**config.mk**
```make
export PLATFORM = sky130hd
export DESIGN_NAME = spi_slave
export DESIGN_NICKNAME = d
export VERILOG_FILES = /design/src/rtl/spi_slave.sv
export SDC_FILE = /design/constraint.sdc
export NUM_CORES = 1
export LEC_CHECK = 0
export ABC_CLOCK_PERIOD_IN_PS = 2400
export BUFFER_PORTS_ARGS = -buffer_cell sky130_fd_sc_hd__buf_2
export CAP_MARGIN = 10
export CORE_AREA = 3 3 126 92
export DETAILED_ROUTE_END_ITERATION = 8
export DIE_AREA = 0 0 129 95
export HOLD_SLACK_MARGIN = 0.06
export PLACE_DENSITY_LB_ADDON = 0.2
export RECOVER_POWER = 100
export SLEW_MARGIN = 25
export SYNTH_ARGS = -nofsm -noshare
export SYNTH_HDL_FRONTEND = slang
export SYNTH_SLANG_ARGS = --single-unit
```
**constraint.sdc**
```tcl
create_clock -name clk_i -period 2.4 [get_ports clk_i]
set_input_delay 0.6 -clock clk_i [delete_from_list [all_inputs] [get_ports clk_i]]
set_output_delay 0.6 -clock clk_i [all_outputs]
set_load 0.01 [all_outputs]
```
**src/rtl/spi_slave.sv**
```systemverilog
// rtl/spi_slave.sv - SPI responder with bus register port, four CPOL/CPHA modes
module spi_slave #(
    parameter int unsigned SYNC_STAGES = 2,
    parameter logic [7:0]  IDLE_BYTE   = 8'hFF
) (
    input  logic        clk_i,
    input  logic        rst_i,
    input  logic        cyc_i,
    input  logic        stb_i,
    input  logic        we_i,
    input  logic        adr_i,
    input  logic [3:0]  sel_i,
    input  logic [31:0] dat_i,
    output logic [31:0] dat_o,
    output logic        ack_o,
    input  logic        sclk,
    input  logic        ss_n,
    input  logic        mosi,
    output logic        miso,
    output logic        miso_oe,
    output logic        irq
);

    localparam logic [0:0] BUS_IDLE   = 1'b0;
    localparam logic [0:0] BUS_DONE   = 1'b1;
    localparam logic [0:0] SPI_IDLE   = 1'b0;
    localparam logic [0:0] SPI_ACTIVE = 1'b1;

    // synchronizers and edge-detect history
    logic [SYNC_STAGES-1:0] sclk_sync_q;
    logic [SYNC_STAGES-1:0] ss_sync_q;
    logic [SYNC_STAGES-1:0] mosi_sync_q;
    logic                   sclk_dly_q;
    logic                   ss_dly_q;
    logic [SYNC_STAGES:0]   prime_q;

    // bus side state
    logic [0:0]  bus_state_q, bus_state_d;
    logic [31:0] dat_q, dat_d;
    logic [1:0]  conf_q, conf_d;
    logic [7:0]  tx_hold_q, tx_hold_d;
    logic        tx_full_q, tx_full_d;
    logic        rx_unread_q, rx_unread_d;
    logic        overrun_q, overrun_d;
    logic        irq_q, irq_d;

    // SPI side state
    logic [0:0]  spi_state_q, spi_state_d;
    logic [1:0]  mode_q, mode_d;
    logic [7:0]  shift_q, shift_d;
    logic [7:0]  rx_shift_q, rx_shift_d;
    logic [7:0]  rx_byte_q, rx_byte_d;
    logic [2:0]  bitcnt_q, bitcnt_d;
    logic        miso_q, miso_d;
    logic        miso_oe_q, miso_oe_d;

    logic sclk_s, ss_s, mosi_s;
    logic sclk_rise, sclk_fall, ss_fall;
    logic lead_edge, trail_edge, sample_edge, drive_edge;
    logic reload, byte_done;
    logic [7:0] reload_byte;
    logic bus_go, wr0, rd0, wr1, rd1;
    logic [31:0] status;

    // Input synchronizers. ss_n chain resets to deasserted; prime_q marks when the
    // whole chain plus the delayed copy hold real pad samples, so a select already
    // low across reset is not mistaken for a new falling edge.
    always_ff @(posedge clk_i) begin
        if (rst_i) begin
            sclk_sync_q <= '0;
            ss_sync_q   <= '1;
            mosi_sync_q <= '0;
            sclk_dly_q  <= 1'b0;
            ss_dly_q    <= 1'b1;
            prime_q     <= '0;
        end else begin
            sclk_sync_q <= {sclk_sync_q[SYNC_STAGES-2:0], sclk};
            ss_sync_q   <= {ss_sync_q[SYNC_STAGES-2:0], ss_n};
            mosi_sync_q <= {mosi_sync_q[SYNC_STAGES-2:0], mosi};
            sclk_dly_q  <= sclk_sync_q[SYNC_STAGES-1];
            ss_dly_q    <= ss_sync_q[SYNC_STAGES-1];
            prime_q     <= {prime_q[SYNC_STAGES-1:0], 1'b1};
        end
    end

    assign sclk_s    = sclk_sync_q[SYNC_STAGES-1];
    assign ss_s      = ss_sync_q[SYNC_STAGES-1];
    assign mosi_s    = mosi_sync_q[SYNC_STAGES-1];
    assign sclk_rise = sclk_s & ~sclk_dly_q;
    assign sclk_fall = ~sclk_s & sclk_dly_q;
    assign ss_fall   = prime_q[SYNC_STAGES] & ss_dly_q & ~ss_s;

    // mode_q = {cpol, cpha} latched for the select window
    assign lead_edge   = mode_q[1] ? sclk_fall : sclk_rise;
    assign trail_edge  = mode_q[1] ? sclk_rise : sclk_fall;
    assign sample_edge = mode_q[0] ? trail_edge : lead_edge;
    assign drive_edge  = mode_q[0] ? lead_edge : trail_edge;
    assign reload_byte = tx_full_q ? tx_hold_q : IDLE_BYTE;

    // SPI shift engine: select handling, sampling, driving, byte completion
    always_comb begin
        spi_state_d = spi_state_q;
        mode_d      = mode_q;
        shift_d     = shift_q;
        rx_shift_d  = rx_shift_q;
        rx_byte_d   = rx_byte_q;
        bitcnt_d    = bitcnt_q;
        miso_d      = miso_q;
        miso_oe_d   = miso_oe_q;
        reload      = 1'b0;
        byte_done   = 1'b0;
        case (spi_state_q)
            SPI_IDLE: begin
                if (ss_fall) begin
                    spi_state_d = SPI_ACTIVE;
                    mode_d      = conf_q;
                    reload      = 1'b1;
                    shift_d     = reload_byte;
                    rx_shift_d  = 8'h00;
                    bitcnt_d    = 3'd0;
                    miso_oe_d   = 1'b1;
                    miso_d      = reload_byte[7];
                end
            end
            SPI_ACTIVE: begin
                if (ss_s) begin
                    // deselect drops any partial byte
                    spi_state_d = SPI_IDLE;
                    bitcnt_d    = 3'd0;
                    miso_oe_d   = 1'b0;
                    miso_d      = 1'b1;
                end else begin
                    if (sample_edge) begin
                        if (bitcnt_q == 3'd7) begin
                            byte_done = 1'b1;
                            rx_byte_d = {rx_shift_q[6:0], mosi_s};
                            reload    = 1'b1;
                            shift_d   = reload_byte;
                            bitcnt_d  = 3'd0;
                            if (!mode_q[0]) begin
                                miso_d = reload_byte[7];
                            end
                        end else begin
                            rx_shift_d = {rx_shift_q[6:0], mosi_s};
                            bitcnt_d   = bitcnt_q + 3'd1;
                        end
                    end
                    // A drive edge before any sample of the byte only presents bit7;
                    // this skips the first leading edge for cpha=1 and the trailing
                    // edge that follows a reload for cpha=0.
                    if (drive_edge) begin
                        if (bitcnt_q == 3'd0) begin
                            miso_d = shift_q[7];
                        end else begin
                            shift_d = {shift_q[6:0], 1'b0};
                            miso_d  = shift_q[6];
                        end
                    end
                end
            end
            default: spi_state_d = SPI_IDLE;
        endcase
    end

    assign bus_go = (bus_state_q == BUS_IDLE) & cyc_i & stb_i;
    assign wr0    = bus_go & we_i & ~adr_i;
    assign rd0    = bus_go & ~we_i & ~adr_i;
    assign wr1    = bus_go & we_i & adr_i;
    assign rd1    = bus_go & ~we_i & adr_i;
    assign status = {14'h0, conf_q, 12'h0, ~ss_s, overrun_q, tx_full_q, rx_unread_q};

    // Bus handshake and register/flag updates; SPI events win over bus clears
    always_comb begin
        bus_state_d = BUS_IDLE;
        dat_d       = dat_q;
        conf_d      = conf_q;
        tx_hold_d   = tx_hold_q;
        tx_full_d   = tx_full_q;
        rx_unread_d = rx_unread_q;
        overrun_d   = overrun_q;
        if (bus_go) begin
            bus_state_d = BUS_DONE;
        end
        if (rd0) begin
            dat_d = {24'h0, rx_byte_q};
        end
        if (rd1) begin
            dat_d = status;
        end
        if (wr1 && sel_i[2]) begin
            conf_d = dat_i[17:16];
        end
        if (wr0) begin
            tx_hold_d = dat_i[7:0];
        end
        // reload consumes the old hold value; a same-cycle write stays queued
        if (reload) begin
            tx_full_d = 1'b0;
        end
        if (wr0) begin
            tx_full_d = 1'b1;
        end
        if (rd0) begin
            rx_unread_d = 1'b0;
        end
        if (byte_done) begin
            rx_unread_d = 1'b1;
        end
        if (wr1 && sel_i[0] && dat_i[2]) begin
            overrun_d = 1'b0;
        end
        if (byte_done && rx_unread_q) begin
            overrun_d = 1'b1;
        end
        irq_d = rx_unread_d | overrun_d;
    end

    // State registers
    always_ff @(posedge clk_i) begin
        if (rst_i) begin
            bus_state_q <= BUS_IDLE;
            dat_q       <= 32'h0;
            conf_q      <= 2'b00;
            tx_hold_q   <= 8'h00;
            tx_full_q   <= 1'b0;
            rx_unread_q <= 1'b0;
            overrun_q   <= 1'b0;
            irq_q       <= 1'b0;
            spi_state_q <= SPI_IDLE;
            mode_q      <= 2'b00;
            shift_q     <= 8'h00;
            rx_shift_q  <= 8'h00;
            rx_byte_q   <= 8'h00;
            bitcnt_q    <= 3'd0;
            miso_q      <= 1'b1;
            miso_oe_q   <= 1'b0;
        end else begin
            bus_state_q <= bus_state_d;
            dat_q       <= dat_d;
            conf_q      <= conf_d;
            tx_hold_q   <= tx_hold_d;
            tx_full_q   <= tx_full_d;
            rx_unread_q <= rx_unread_d;
            overrun_q   <= overrun_d;
            irq_q       <= irq_d;
            spi_state_q <= spi_state_d;
            mode_q      <= mode_d;
            shift_q     <= shift_d;
            rx_shift_q  <= rx_shift_d;
            rx_byte_q   <= rx_byte_d;
            bitcnt_q    <= bitcnt_d;
            miso_q      <= miso_d;
            miso_oe_q   <= miso_oe_d;
        end
    end

    assign dat_o   = dat_q;
    assign ack_o   = (bus_state_q == BUS_DONE);
    assign miso    = miso_q;
    assign miso_oe = miso_oe_q;
    assign irq     = irq_q;

endmodule

```
==> summary.md <==
| Metric | Value |
|---|---|
| Die H | 95 µm |
| Clock Sinks | 67 |
| H-tree levels | 3 |
| Crit Reg-Reg Endpoint | shift_q[2] |
| Inst Count DP | 510 |
| Fin. max-slew vios | 0 |
| Total CTS buffers | 9 |
| Final worst path period need | 2.04 ns |
| Worst setup EP type | register |
| Total number of vias | 2518 |
| Largest net degree at the start of global routing | 59 |
| Final Cycle Share | 84.8% |
| Routed Antenna Nets | 0 |
| Nets | 437 |
| Most used DFF post-synth | dfxtp_1 |
| CP delay by family, top | simple AND/OR/NAND/NOR gates |
| # rows | 31 |
| Synth Instances | 355 |
| Syn_area_per_cell | 8.78 µm² |
| Filler cells | 1096 |
| WL final | slightly above 7000 µm |
| Gr usage total | 12.5% |
| Worst hold slack | 0.409 ns |
| Initial Util | a little over 30% |
| Reg-to-reg critical path startpoint | ss_sync_q[1] |
| EDFF count, synth | 0 |
| Worst skew pair latency | 0.33 ns |
| Post-synth top area share | 43.0% |
| CP Class | reg -> reg |
| YS warnings | 0 |
| Leading post-synthesis cells by cell area | dfxtp_1 43%, buf_4 5.3%, mux2i_1 5.1% |
| Post-synthesis sequential area ratio | 43.0% |
| I/O pins | 81 |
| Arr. time, crit path | 2.31 ns |
| Antenna violations before repair | 0 |
| Clock slew at reported path FFs | roughly 0.06 ns |
| Core ar. | 10300 µm² |
| Leading area contributor after synthesis | dfxtp_1 |
| Max-Cap Viols | 0 |
| Antenna fix cells | 0 |
| Clock Path Buffers | 2 |
| GPL Wtd Cong | 0.770 |
| Clock Tree Root | clkbuf_16 |
| Pwr/cell area | 792 nW/µm² |
| RSZ-0062 raised after global routing | false |
| FF+latch count, synth | 67 |
| Die X | about 130 µm |
| Post-Syn Area | 3120 µm² |
| Router iterations before antenna repair | 4 |
| Final Setup Violations | 0 |
| CTS resizes | 0 |
| Hold EP | ss_sync_q[1] |
| Yosys cell types | between 40 and 50 |
| Min-Delay Path Depth | 1 |
| Post-CTS setup repair buffer count | 0 |
| Hold buffers post-CTS | 0 |
| Hold_sp | ss_sync_q[0] |
| Commonest non-fill, non-tap cell in the layout | dfxtp_1 |
| Fraction of layout cells with a size suffix above 1 | 13.5% |
| Vias in the first global route | 2439 |
| Non-Filler Instances | 526 |
| CP Max Fanout | 13 |
| Hold Crit Class | reg -> reg |
| Run status | finished clean |
| Worst Path Buf+Inv | 0 |
| Port Buffers | 34 |
| Remaining DRCs | 0 |
| Peak Freq | 491 MHz |
| Commonest cells after routing, fill and taps aside | 67 x dfxtp_1, 37 x nand2_1, 31 x a21oi_1 |
| Layout area overhead | 18.0% |
| Setup TNS | 0 ns |
| Worst reg2reg path depth | 4 |
| WL/cell | 13.7 µm |
| Largest stage delay, worst path | 0.50 ns |
| Crit path cell chain | or2_2 -> or2_0 -> o41ai_1 -> a22o_1 |
| Hpwl dp | 5110 µm |
| Leak | 1.35 nW |
| Setup Skew | roughly 0.0078 ns |
| Slew headroom | between 40% and 50% |
| Die area | 12300 µm² |
| Fin. Hold Viols | 0 |
| Worst setup SP type | register |
| CTS tree | yes |
| CP required | 2.67 ns |
| Ys async rst share | 0% |
| First-pass GRT wire length | 12000 µm |
| Total grt overflow | 0 |
| IR drop worst, VDD | 372 µV |
| First DRT Iteration DRCs | 135 |
| Worst reg-to-reg setup slack | 0.36 ns |
| Slowest CP cell | o41ai_1 |
| Vias per cell | 4.79 |
| Worst slew pin tran | 0.812 ns |
logic make-up (layout without fill, tap and decap cells):
group,Yosys count,count (layout),share of synthesized area [%]
AO/OA/AOI/OAI,80,80,16.3
adder cells (fa/ha/maj),3,3,1.20
XOR/XNOR,2,2,0.803
flip-flops,67,67,43.0
buffers and inverters,51,69,9.19
multiplexers,19,19,6.42
other,1,22,0.120
AND/OR/NAND/NOR,132,132,23.0
report_power, final:
group | switching [mW] | internal, mW | leakage (nW) | total, mW
Clock | 0.473 | 1.18 | 0.183 | 1.65
Sequential | 0.0129 | 1.13 | 0.543 | 1.14
Combinational | 0.0782 | 0.0411 | 0.626 | 0.119
per-layer routing:
layer  up-vias  wire length [µm]  part of all wire, %  track usage (%)
met3         9               352                  4.9             4.69
met4         0                85                  1.2             4.28
met1      1180              3820                   53             17.9
met5         -                 0                    0                0
met2        52              2970                   41             17.0
li1       1277                 -                    -                -
how the worst max path moves through the flow:
stage	start	end	slack, ns	cells after the start
global placement	rst_i	shift_q[2]	0.32	6
finish	ss_sync_q[1]	shift_q[2]	0.36	4
CTS	mode_q[1]	rx_shift_q[4]	0.40	5
global route	bitcnt_q[1]	rx_byte_q[6]	0.11	8
detailed placement	rst_i	shift_q[2]	0.30	6
floorplan	bitcnt_q[0]	shift_q[7]	0.57	7
synthesized netlist by cell type, types with 2 or more instances:
library cell  number
or2_2              4
o2111ai_1          2
nand2_1           36
mux2i_1           16
inv_1              8
buf_4             22
nand3b_1           3
o41ai_1            6
a22o_1             7
a211oi_1           3
a21oi_1           31
nor2_1            23
o21ai_0           16
nand3_1           12
nor3_1            10
o211ai_1           2
a31oi_1            3
ha_1               3
nand4_1            7
dfxtp_1           67
nand2b_1           4
nor4b_2            5
buf_2              4
clkbuf_1          15
nor2b_1           22
o21a_1             2
a21boi_0           2
registers in the layout, indices dropped and copies added (netlist names), 2 cells and up:
signal and cells:
ss_sync_q 2, prime_q 3, bitcnt_q 3, sclk_sync_q 2, shift_q 8, dat_o 10, conf_q 2, mode_q 2
tx_hold_q 8, rx_shift_q 7, rx_byte_q 8, mosi_sync_q 2
worst register-to-register path: cells and delay by family (launching register included):
| family | cells | cell delay (ns) |
|---|---|---|
| flip-flops | 1 | 0.45 |
| AND/OR/NAND/NOR | 2 | 0.83 |
| AO/OA/AOI/OAI | 2 | 0.71 |
stage by stage:
step	setup slack [ns]	util, %	area [µm²]	total power, mW
finish	0.364	35.7	3680	2.91
floorplan	0.571	-	3200	1.27
detailed placement	0.302	32.6	3360	1.29
global placement	0.315	32.6	3360	1.29
CTS	0.402	36.2	3740	2.94
global route	0.109	35.7	3680	3.01
area by class of cell:
| cell class | count | area, µm² | area share (%) |
|---|---|---|---|
| multi-input combinational | 258 | 1560 | 42.3 |
| sequential | 67 | 1340 | 36.5 |
| clock buffer | 12 | 256 | 6.97 |
| timing repair buffer | 45 | 209 | 5.68 |
| tap | 132 | 165 | 4.49 |
| clock inverter | 4 | 120 | 3.27 |
| inverter | 8 | 30.0 | 0.816 |
Note: power is estimated with default switching activity, not from simulation.
